## src/rtl/vote_streak_pkg.sv

```systemverilog
// Shared definitions for the vote streak detector: FSM encodings and counter widths.
// Used by the RTL and the testbench alike.
package vote_streak_pkg;

    localparam int STREAK_W = 4;
    localparam int TOTAL_W  = 8;

    localparam logic [STREAK_W-1:0] STREAK_MAX = '1;

    typedef enum logic [1:0] {
        ST_IDLE  = 2'd0,
        ST_RUN   = 2'd1,
        ST_ALARM = 2'd2,
        ST_RSVD  = 2'd3
    } state_e;

endpackage : vote_streak_pkg

```

## src/rtl/vote_streak_detector_sat_counter.sv

```systemverilog
// sat_counter: W-bit up counter with synchronous clear, count enable and an
// optional hold at all-ones (SATURATE=1) instead of wrapping (SATURATE=0).
module sat_counter #(
    parameter int W        = 4,
    parameter bit SATURATE = 1'b1
) (
    input  logic         clk,
    input  logic         rst,
    input  logic         clr,
    input  logic         en,
    output logic [W-1:0] count
);

    localparam logic [W-1:0] CNT_MAX = '1;
    localparam logic [W-1:0] CNT_ONE = {{(W-1){1'b0}}, 1'b1};

    logic [W-1:0] count_q;
    logic [W-1:0] count_d;

    // Next count: clear wins over enable; at max either hold or wrap.
    always_comb begin
        count_d = count_q;
        if (clr) begin
            count_d = '0;
        end else if (en) begin
            if (SATURATE && (count_q == CNT_MAX)) begin
                count_d = count_q;
            end else begin
                count_d = count_q + CNT_ONE;
            end
        end
    end

    // Count register with synchronous reset.
    always_ff @(posedge clk) begin
        if (rst) begin
            count_q <= '0;
        end else begin
            count_q <= count_d;
        end
    end

    assign count = count_q;

endmodule : sat_counter

```

## src/rtl/vote_streak_detector.sv

```systemverilog
// vote_streak_detector: counts consecutive valid 1-votes and raises an alarm
// once the streak reaches THRESH. Optional lifetime 1-vote counter out_total
// is built only when the macro VOTE_STREAK_TOTAL_EN is defined.
module vote_streak_detector
    import vote_streak_pkg::*;
#(
    parameter int THRESH = 3
) (
    input  logic                clk,
    input  logic                rst,
    input  logic                in_val,
    input  logic                in_vote,
    input  logic                clr,
    output logic [STREAK_W-1:0] out_streak,
    output logic                out_alarm,
    output logic [1:0]          out_state
`ifdef VOTE_STREAK_TOTAL_EN
    ,
    output logic [TOTAL_W-1:0]  out_total
`endif
);

    // Refuse to elaborate with a threshold the 4-bit streak cannot represent.
    generate
        if ((THRESH < 1) || (THRESH > 15)) begin : g_bad_thresh
            $error("vote_streak_detector: THRESH must be in 1..15");
        end
    endgenerate

    localparam logic [STREAK_W:0] THRESH_W = THRESH[STREAK_W:0];

    state_e              state_q;
    state_e              state_d;
    logic [STREAK_W-1:0] streak_q;
    logic [STREAK_W:0]   streak_inc;
    logic                vote_one;
    logic                vote_zero;
    logic                streak_clr;

    assign vote_one   = in_val &  in_vote;
    assign vote_zero  = in_val & ~in_vote;
    assign streak_inc = {1'b0, streak_q} + {{STREAK_W{1'b0}}, 1'b1};

    // A valid 0, an explicit clear or the stray encoding all drop the streak to 0,
    // keeping the counter consistent with the IDLE state the FSM moves to.
    assign streak_clr = clr | vote_zero | (state_q == ST_RSVD);

    sat_counter #(
        .W        (STREAK_W),
        .SATURATE (1'b1)
    ) u_streak (
        .clk   (clk),
        .rst   (rst),
        .clr   (streak_clr),
        .en    (vote_one),
        .count (streak_q)
    );

    // FSM state register.
    always_ff @(posedge clk) begin
        if (rst) begin
            state_q <= ST_IDLE;
        end else begin
            state_q <= state_d;
        end
    end

    // FSM next-state: clear first, then recover the unused code, then valid samples.
    always_comb begin
        state_d = state_q;
        if (clr) begin
            state_d = ST_IDLE;
        end else if (state_q == ST_RSVD) begin
            state_d = ST_IDLE;
        end else if (in_val) begin
            case (state_q)
                ST_IDLE: begin
                    if (in_vote) begin
                        state_d = (THRESH == 1) ? ST_ALARM : ST_RUN;
                    end
                end
                ST_RUN: begin
                    if (!in_vote) begin
                        state_d = ST_IDLE;
                    end else if (streak_inc == THRESH_W) begin
                        state_d = ST_ALARM;
                    end
                end
                ST_ALARM: begin
                    if (!in_vote) begin
                        state_d = ST_IDLE;
                    end
                end
                default: state_d = ST_IDLE;
            endcase
        end
    end

    // FSM outputs: pure decode of registered state and streak.
    always_comb begin
        out_state  = state_q;
        out_alarm  = (state_q == ST_ALARM);
        out_streak = streak_q;
    end

`ifdef VOTE_STREAK_TOTAL_EN
    // Lifetime 1-vote count; wraps and ignores clr, only reset clears it.
    sat_counter #(
        .W        (TOTAL_W),
        .SATURATE (1'b0)
    ) u_total (
        .clk   (clk),
        .rst   (rst),
        .clr   (1'b0),
        .en    (vote_one),
        .count (out_total)
    );
`endif

endmodule : vote_streak_detector

```

## config.mk

```make
export PLATFORM = sky130hd
export DESIGN_NAME = vote_streak_detector
export DESIGN_NICKNAME = d
export VERILOG_FILES = /design/src/rtl/vote_streak_pkg.sv /design/src/rtl/vote_streak_detector_sat_counter.sv /design/src/rtl/vote_streak_detector.sv
export SDC_FILE = /design/constraint.sdc
export NUM_CORES = 1
export LEC_CHECK = 0
export BUFFER_PORTS_ARGS = -buffer_cell sky130_fd_sc_hd__buf_4
export CORE_AREA = 2 2 39 41
export CTS_CLUSTER_SIZE = 10
export DETAILED_ROUTE_END_ITERATION = 12
export DIE_AREA = 0 0 41 43
export GPL_TIMING_DRIVEN = 0
export HOLD_SLACK_MARGIN = 0.12
export PLACE_DENSITY = 0.49
export SLEW_MARGIN = 10
export SYNTH_ARGS = -nofsm -noshare
export SYNTH_HDL_FRONTEND = slang
export SYNTH_HIERARCHICAL = 1
export SYNTH_SLANG_ARGS = --single-unit
export TNS_END_PERCENT = 50
```

## constraint.sdc

```tcl
create_clock -name clk -period 1.3 [get_ports clk]
set_input_delay 0.26 -clock clk [delete_from_list [all_inputs] [get_ports clk]]
set_output_delay 0.26 -clock clk [all_outputs]
set_load 0.05 [all_outputs]
```

==> impl_metrics.toml, run 1 <==
[outcome]
status = "completed"

[min_path]
hold_class = "in -> reg"
min_path_cells = 2
min_to = "u_streak/count[2]$_SDFFE_PP0P_"
hold_path.startpoint = "rst"

[timing]
finClkSkew_ns = 0.0001090
period_needed_ns = 1.250
timing.fmax_mhz = 800.0
hold_viol = 0
rsz0062_at_grt = "false"
tightest_slew_ns = 0.3170
drv_slew = 0
fin_crit_sh_pct = 96.16
max_slew_margin_pct = 78.72
setup_viol = 0

[grt]
gr-max-usage-layer = "met2"
grt_max_degree = 9
grt_pass1_vias = 281
grtUsageMet1_pct = 12.26
grt_overflow = 0
track_usage_pct = 9.648
met2_usage_pct = 12.50
gr-usage-met3_pct = 1.571
grt_pass1_wl_um = 1104
antenna_found_initial = 0

[placed_design]
dpl_cell_area_um2 = 442.9
place_congestion = 0.6508
port_buffers = 11
dp_hpwl_um = 588.3

[finish]
area.growth.synth_to_final_pct = 41.42
num_antenna_cells = 0
fin_nets = 63
drive_gt1_share_pct = 38.18
final_cell_mix = "buf_4, a21oi_1"
n_fill_cell = 145
layout_commonest_cell = "buf_4"
stdcell_area_um2 = 474.2

[worst_setup_path]
r2r_start = "u_streak/count[0]$_SDFFE_PP0P_"
startpoint = "out_state[0]$_SDFFE_PP0P_"
crit_path_top_delay_cell = "dfxtp_4"
crit_path_max_fanout = 6
reg2reg_depth = 3
worstSetupPathType = "reg -> out"
r2r_end = "out_state[1]$_SDFFE_PP0P_"
cp_slowest_stage_delay_ns = 0.36
worst_setup_path_end_kind = "primary output"
cp_cell_sequence = "and2b_2 > buf_4"
cp.required_ns = 1.04
cp.arrival_ns = 0.99
crit_buf_inv = 1
crit_family = "flip-flops"
cp-start-kind = "flop"
r2r_slack_ns = 0.11

[synthesis]
synth-seq-cells = 6
synthesis.nets = 47
ys_warn_count = 6
yosysTopAreaCell = "dfxtp_1"
synth-seq-area-share_pct = 35.82
synth_top_area_share_pct = 35.82
netlist_area_um2 = 335.3
synth_top_cells_by_area = "dfxtp_1, a21oi_1, and2b_2"
postSynthCellCount = 41
netlist-cell-type-count = 21
synth.avg_cell_area_um2 = 8.179

[pwr]
p_int_mw = 0.3088
p_total_mw = 0.3991
p_sw_share_pct = 22.64
power_density_nw_per_um2 = 841.6
leakage_nw = 0.1993
ir_worst_vdd_uv = 339.7
clkPwrFrac_pct = 41.7
power.sequential.fraction_pct = 47.2
pwr-share-comb_pct = 11.1
power.switching_mw = 0.09035

[drt]
num_vias = 353
route.detailed.drc = 0
routed_via_density = 4.972
ant_nets = 0
wl_um = 770
wl_per_cell_um = 10.85
drt_pass1_iterations = 4
drt_iter0_drc = 5

[clock_network]
clkSinkCount = 6
clock_path_buffers = 2
cts_root_buf = "clkbuf_4"
insertion_delay_ns = 0.24
cts_tree = "done"
htreeDepth = 1
path_clk_slew_ns = 0.04
numCtsBuffers = 3

[run]
max-cap-violations = 0

[floorplan]
die_h_um = 43
initial_core_util_pct = 24.23
die-width_um = 41
ios = 12
num_rows = 14
dieArea_um2 = 1763
core_area_um2 = 1384
## power by group through the flow
stage / combinational [mW] / clock, mW / sequential (mW)
global route: 0.0478 / 0.188 / 0.188
floorplan: 0.0168 / 0 / 0.199
CTS: 0.0428 / 0.175 / 0.190
finish: 0.0444 / 0.166 / 0.188
global placement: 0.0429 / 0 / 0.193
detailed placement: 0.0426 / 0 / 0.193
## final cells by class
cell class | count | area [um2] | area share, %
Tap cell | 16 | 20.02 | 4.222
Clock buffer | 3 | 22.52 | 4.749
Inverter | 3 | 11.26 | 2.375
Timing Repair Buffer | 11 | 82.58 | 17.41
Sequential cell | 6 | 127.6 | 26.91
Multi-Input combinational cell | 32 | 210.2 | 44.33
## Yosys cell counts
master     n
dfxtp_1    6
a21oi_1    4
inv_1      3
nor3_1     3
o21ai_0    3
and2b_2    2
nand2_1    2
nand2b_1   2
nand3_1    2
nand4b_1   2
nor2_1     2
a2111oi_0  1
a2111oi_1  1
a21boi_0   1
and2_1     1
and3_1     1
and3b_1    1
ha_1       1
nand4_1    1
o211ai_1   1
or4_1      1
## per-stage QoR
step                cells  worst slack, ns   TNS, ns  hold WS (ns)  utilization [%]
floorplan              41         -0.01352  -0.02061        0.3356                -
global placement       68          0.03848         0        0.4577            32.01
detailed placement     68          0.07663         0        0.4554            32.01
CTS                    71          0.02882         0        0.1993            33.63
global route           71          0.01217         0        0.2101            34.27
finish                 71          0.04996         0        0.2135            34.27
## what timing repair did
action | 4_1_cts | 5_1_grt
hold buffers | 0 | 0
setup buffers | 0 | 0
resized for setup | 0 | 4
endpoints found under the setup margin | 0 | 4
## layer usage
| metal | share of wire [%] | wire [um] |
|---|---|---|
| met1 | 51 | 389 |
| met2 | 41 | 318 |
| met3 | 6.4 | 49 |
| met4 | 1.6 | 12 |
| met5 | 0 | 0 |
## worst max-delay path by stage
stage,to,slack (ns),cells past startpoint
2_1_floorplan,u_streak/count[0]$_SDFFE_PP0P_,-0.01,5
3_3_place_gp,u_streak/count[3]$_SDFFE_PP0P_,0.04,4
3_5_place_dp,u_streak/count[2]$_SDFFE_PP0P_,0.08,5
4_1_cts,out_alarm,0.03,2
5_1_grt,out_alarm,0.01,2
6_report,out_alarm,0.05,2
## logic make-up (layout without fill, tap and decap cells)
| family | count (synthesis) | in the layout | synth area share, % |
|---|---|---|---|
| buf+inv | 3 | 17 | 3.358 |
| fa+ha+maj | 1 | 1 | 3.731 |
| simple gates | 20 | 20 | 36.57 |
| flops | 6 | 6 | 35.82 |
| compound gates | 11 | 11 | 20.52 |
## sequential cells by signal, indices dropped and copies added, names as in the netlist
| name | cells |
|---|---|
| out_state | 2 |
| u_streak/count | 4 |
No activity file was read; power rests on OpenSTA's default activity.
==> run 2, diff against run 1 <==
==> constraint.sdc (replaced) <==
create_clock -name clk -period 1.3 [get_ports clk]
set_input_delay 0.195 -clock clk [delete_from_list [all_inputs] [get_ports clk]]
set_output_delay 0.195 -clock clk [all_outputs]
set_load 0.05 [all_outputs]
==> impl_metrics.toml, run 2 (same netlist as run 1, synthesis figures left out) <==
[worst_setup_path]
worst_setup_path_end_kind = "flop"
crit_path_max_fanout = 6
reg2reg_depth = 3
cp-start-kind = "flop"
cp_cell_sequence = "nand4b_1 > or4_1 > a21oi_1"
r2r_slack_ns = 0.1
cp.required_ns = 1.47
cp_slowest_stage_delay_ns = 0.48
crit_path_top_delay_cell = "or4_1"
crit_buf_inv = 0
r2r_end = "out_state[1]$_SDFFE_PP0P_"
r2r_start = "u_streak/count[0]$_SDFFE_PP0P_"
crit_family = "simple AND/OR/NAND/NOR gates"
worstSetupPathType = "reg -> reg"
cp.arrival_ns = 1.37

[finish]
final_cell_mix = "buf_4, a21oi_1"
area.growth.synth_to_final_pct = 38.81
largest_register_ffs = 4
n_fill_cell = 144
multi_input_area_um2 = 205.2
stdcell_area_um2 = 465.4
fin_nets = 63
drive_gt1_share_pct = 34.55
layout_commonest_cell = "buf_4"
num_antenna_cells = 0
ff_latch_area_um2 = 123.9

[min_path]
min_path_cells = 2
hold_class = "in -> reg"
min_to = "u_streak/count[3]$_SDFFE_PP0P_"
hold_path.startpoint = "rst"

[timing]
drv_slew = 0
setup-tns-final_ns = 0
fin_crit_sh_pct = 92.33
hold_viol = 0
finClkSkew_ns = 0.003070
timing.final.ws_setup_ns = 0.09977
period_needed_ns = 1.200
rsz0062_at_grt = "false"
timing.fmax_mhz = 833.2
max_slew_margin_pct = 80.69
setup_viol = 0
tightest_slew_ns = 0.2889

[clock_network]
path_clk_slew_ns = 0.04
clock_path_buffers = 2
cts_root_buf = "clkbuf_4"
insertion_delay_ns = 0.24
numCtsBuffers = 3
clkSinkCount = 6
htreeDepth = 1
cts_setup_buffers = 0
cts_tree = "done"

[grt]
grt_max_degree = 9
grt_overflow = 0
grt_pass1_wl_um = 1159
antenna_found_initial = 0
grt_pass1_vias = 288
track_usage_pct = 9.859

[pwr]
pwr-share-comb_pct = 10.9
leakage_nw = 0.1979
power.switching_mw = 0.08967
power.sequential.fraction_pct = 47.5
p_sw_share_pct = 22.42
power_density_nw_per_um2 = 859.1
ir_worst_vdd_uv = 389.9
p_int_mw = 0.3102
clkPwrFrac_pct = 41.6

[outcome]
status = "completed"

[drt]
wl_per_cell_um = 11.00
drt_pass1_iterations = 4
ant_nets = 0
routed_via_density = 4.873
num_vias = 346
route.detailed.drc = 0
drt_iter0_drc = 4
wl_um = 781

[placed_design]
place_congestion = 0.6956
dpl_cell_area_um2 = 441.7
dp_slack_ns = 0.07370
dp_hpwl_um = 567
port_buffers = 11

[floorplan]
die_h_um = 43
ios = 12
dieArea_um2 = 1763
num_rows = 14
core_area_um2 = 1384
die-width_um = 41
initial_core_util_pct = 24.23

[run]
max-cap-violations = 0
-- run 2: cell counts in the layout (fill, tap and decap cells not counted) --
Identical to the previous run, type by type.
-- run 2: cell type report --
| cell class | count | area share [%] |
|---|---|---|
| multi-input cells | 32 | 44.09 |
| repair buffers | 11 | 17.74 |
| clock buffers | 3 | 4.839 |
| flip-flops and latches | 6 | 26.61 |
| inverters | 3 | 2.419 |
| well taps | 16 | 4.301 |
-- run 2: power groups by stage --
stage	Clock (mW)	Combinational (mW)	Sequential, mW
floorplan	0	0.0168	0.199
global placement	0	0.0435	0.193
detailed placement	0	0.0425	0.193
CTS	0.175	0.0429	0.190
global route	0.186	0.0475	0.190
finish	0.166	0.0437	0.190
-- run 2: worst max path at each step --
stage	from	endpoint	slack [ns]	depth (start not counted)
after detailed placement	out_state[1]$_SDFFE_PP0P_	u_streak/count[2]$_SDFFE_PP0P_	0.07	3
after CTS	out_state[1]$_SDFFE_PP0P_	u_streak/count[2]$_SDFFE_PP0P_	0.06	3
after global routing	u_streak/count[0]$_SDFFE_PP0P_	u_streak/count[2]$_SDFFE_PP0P_	0.01	4
final	u_streak/count[0]$_SDFFE_PP0P_	out_state[1]$_SDFFE_PP0P_	0.1	3
after global placement	out_state[1]$_SDFFE_PP0P_	u_streak/count[2]$_SDFFE_PP0P_	0.06	3
after floorplan	u_streak/count[2]$_SDFFE_PP0P_	u_streak/count[3]$_SDFFE_PP0P_	-0.06	2
-- run 2: metrics by stage --
| stage | util (%) | hold WS (ns) | power (mW) | std cells |
|---|---|---|---|---|
| after floorplan | - | 0.2718 | 0.2163 | 41 |
| after global placement | 31.92 | 0.3975 | 0.2367 | 68 |
| after detailed placement | 31.92 | 0.3904 | 0.2357 | 68 |
| after CTS | 33.54 | 0.1318 | 0.4075 | 71 |
| after global routing | 33.63 | 0.1423 | 0.4236 | 71 |
| final | 33.63 | 0.1430 | 0.3999 | 71 |
-- run 2: routing by layer --
| layer | part of all wire, % | GRT usage [%] | up-vias | routed length, um |
|---|---|---|---|---|
| met5 | 0 | 0 | - | 0 |
| met4 | 0 | 6.000 | 0 | 0 |
| met3 | 6.8 | 4.712 | 0 | 53 |
| met2 | 43 | 11.25 | 9 | 332 |
| met1 | 50 | 14.24 | 152 | 394 |
| li1 | - | - | 185 | - |
-- run 2: what timing repair did --
item	in CTS	in global routing
hold buffers	0	0
endpoints found under the setup margin	0	3
gates resized for setup	0	2
==> run 3, diff against run 2 <==
--- a/config.mk
+++ b/config.mk
@@ -6,13 +6,15 @@
 export NUM_CORES = 1
 export LEC_CHECK = 0
 export BUFFER_PORTS_ARGS = -buffer_cell sky130_fd_sc_hd__buf_4
-export CORE_AREA = 2 2 39 41
+export CELL_PAD_IN_SITES_DETAIL_PLACEMENT = 1
+export CELL_PAD_IN_SITES_GLOBAL_PLACEMENT = 2
+export CORE_MARGIN = 1
+export CORE_UTILIZATION = 24
 export CTS_CLUSTER_SIZE = 10
 export DETAILED_ROUTE_END_ITERATION = 12
-export DIE_AREA = 0 0 41 43
 export GPL_TIMING_DRIVEN = 0
 export HOLD_SLACK_MARGIN = 0.12
-export PLACE_DENSITY = 0.49
+export PLACE_DENSITY = 0.82
 export SLEW_MARGIN = 10
 export SYNTH_ARGS = -nofsm -noshare
 export SYNTH_HDL_FRONTEND = slang
==> impl_metrics.toml, run 3 (same netlist as run 1, synthesis figures left out) <==
[outcome]
status = "completed"

[finish]
num_antenna_cells = 0
final_cell_mix = "buf_4, a21oi_1"
finalNonFillerCells = 70
layout_commonest_cell = "buf_4"
largest_register_ffs = 4
drive_gt1_share_pct = 34.55
stdcell_area_um2 = 464.2
final_core_util_pct = 35.67
area.growth.synth_to_final_pct = 38.43
fin_nets = 63
n_fill_cell = 174

[placed_design]
dp_cells = 67
dp_hpwl_um = 635.5
dpl_cell_area_um2 = 440.4
dp_slack_ns = 0.06996
place_congestion = 0.6780
port_buffers = 11

[timing]
setup_viol = 0
drv_slew = 0
tightest_slew_ns = 0.2962
finClkSkew_ns = 0.005585
timing.final.ws_setup_ns = 0.1005
hold_viol = 0
setup-tns-final_ns = 0
timing.fmax_mhz = 833.7
max_slew_margin_pct = 80.20
fin_crit_sh_pct = 92.27
worst_hold_slack_ns = 0.1397
rsz0062_at_grt = "false"
period_needed_ns = 1.199

[clock_network]
cts_root_buf = "clkbuf_4"
numCtsBuffers = 3
cts_tree = "done"
insertion_delay_ns = 0.24
cts_setup_buffers = 0
htreeDepth = 1
path_clk_slew_ns = 0.05
clkSinkCount = 6
clock_path_buffers = 2
cts_hold_buf = 0

[pwr]
power_density_nw_per_um2 = 868.8
power.sequential.fraction_pct = 47.1
p_sw_share_pct = 23.04
power.switching_mw = 0.09291
clkPwrFrac_pct = 41.9
ir_worst_vdd_uv = 312.9
p_int_mw = 0.3104
pwr-share-comb_pct = 11.0
p_total_mw = 0.4033
leakage_nw = 0.1981

[floorplan]
die_h_um = 39.38
initial_core_util_pct = 25.77
die-width_um = 39.38
ios = 12
num_rows = 13
dieArea_um2 = 1551
core_area_um2 = 1301

[drt]
num_vias = 355
wl_per_cell_um = 11.99
drt_iter0_drc = 6
ant_nets = 0
drt_pass1_iterations = 2
route.detailed.drc = 0
routed_via_density = 5.071
wl_um = 839

[worst_setup_path]
cp.arrival_ns = 1.32
cp-start-kind = "flop"
crit_path_max_fanout = 6
worstSetupPathType = "reg -> reg"
worst_setup_path_end_kind = "flop"
cp.required_ns = 1.42

[grt]
grt_overflow = 0
grt_max_degree = 9
track_usage_pct = 13.30
grt_pass1_vias = 333
antenna_found_initial = 0
grt_pass1_wl_um = 1366

[run]
max-cap-violations = 0

[min_path]
hold_class = "in -> reg"
## run 3: cell counts in the layout (fill, tap and decap cells not counted)
No cell type changed its count.
## run 3: power groups by stage
stage | clock (mW) | sequential (mW) | combinational (mW)
final | 0.169 | 0.190 | 0.0444
after global routing | 0.189 | 0.190 | 0.0483
after CTS | 0.180 | 0.190 | 0.0439
after detailed placement | 0 | 0.193 | 0.0436
after global placement | 0 | 0.193 | 0.0437
after floorplan | 0 | 0.199 | 0.0168
## run 3: metal layers
| layer | track usage (%) | up-vias | routed length, um |
|---|---|---|---|
| met5 | 0 | - | 0 |
| met4 | 10.34 | 0 | 5 |
| met3 | 1.705 | 2 | 30 |
| met2 | 17.92 | 6 | 358 |
| met1 | 18.62 | 167 | 444 |
| li1 | - | 180 | - |
## run 3: layout make-up
class,count,area [um2],share of cell area [%]
tap,15,18.77,4.043
multi-input combinational,32,205.2,44.20
inverter,3,11.26,2.426
clock buffer,3,22.52,4.852
sequential,6,123.9,26.68
timing repair buffer,11,82.58,17.79
## run 3: final timing paths
| kind | slack [ns] | start | to | cells past startpoint |
|---|---|---|---|---|
| setup / recovery | 0.10 | u_streak/count[0]$_SDFFE_PP0P_ | u_streak/count[1]$_SDFFE_PP0P_ | 4 |
| hold / removal | 0.14 | rst | u_streak/count[2]$_SDFFE_PP0P_ | 2 |
| setup reg to reg | 0.10 | u_streak/count[0]$_SDFFE_PP0P_ | u_streak/count[1]$_SDFFE_PP0P_ | 4 |
| hold reg to reg | 0.51 | u_streak/count[0]$_SDFFE_PP0P_ | u_streak/count[0]$_SDFFE_PP0P_ | 2 |
## run 3: what timing repair did
item,in CTS,in global routing
setup endpoints to repair,0,4
resized for setup,0,2
hold endpoints to repair,0,0
## run 3: critical path: stages (launching register included)
cell	delay [ns]
dfxtp_2	0.34
ha_1	0.26
and3_1	0.21
o21ai_0	0.16
a21boi_0	0.11
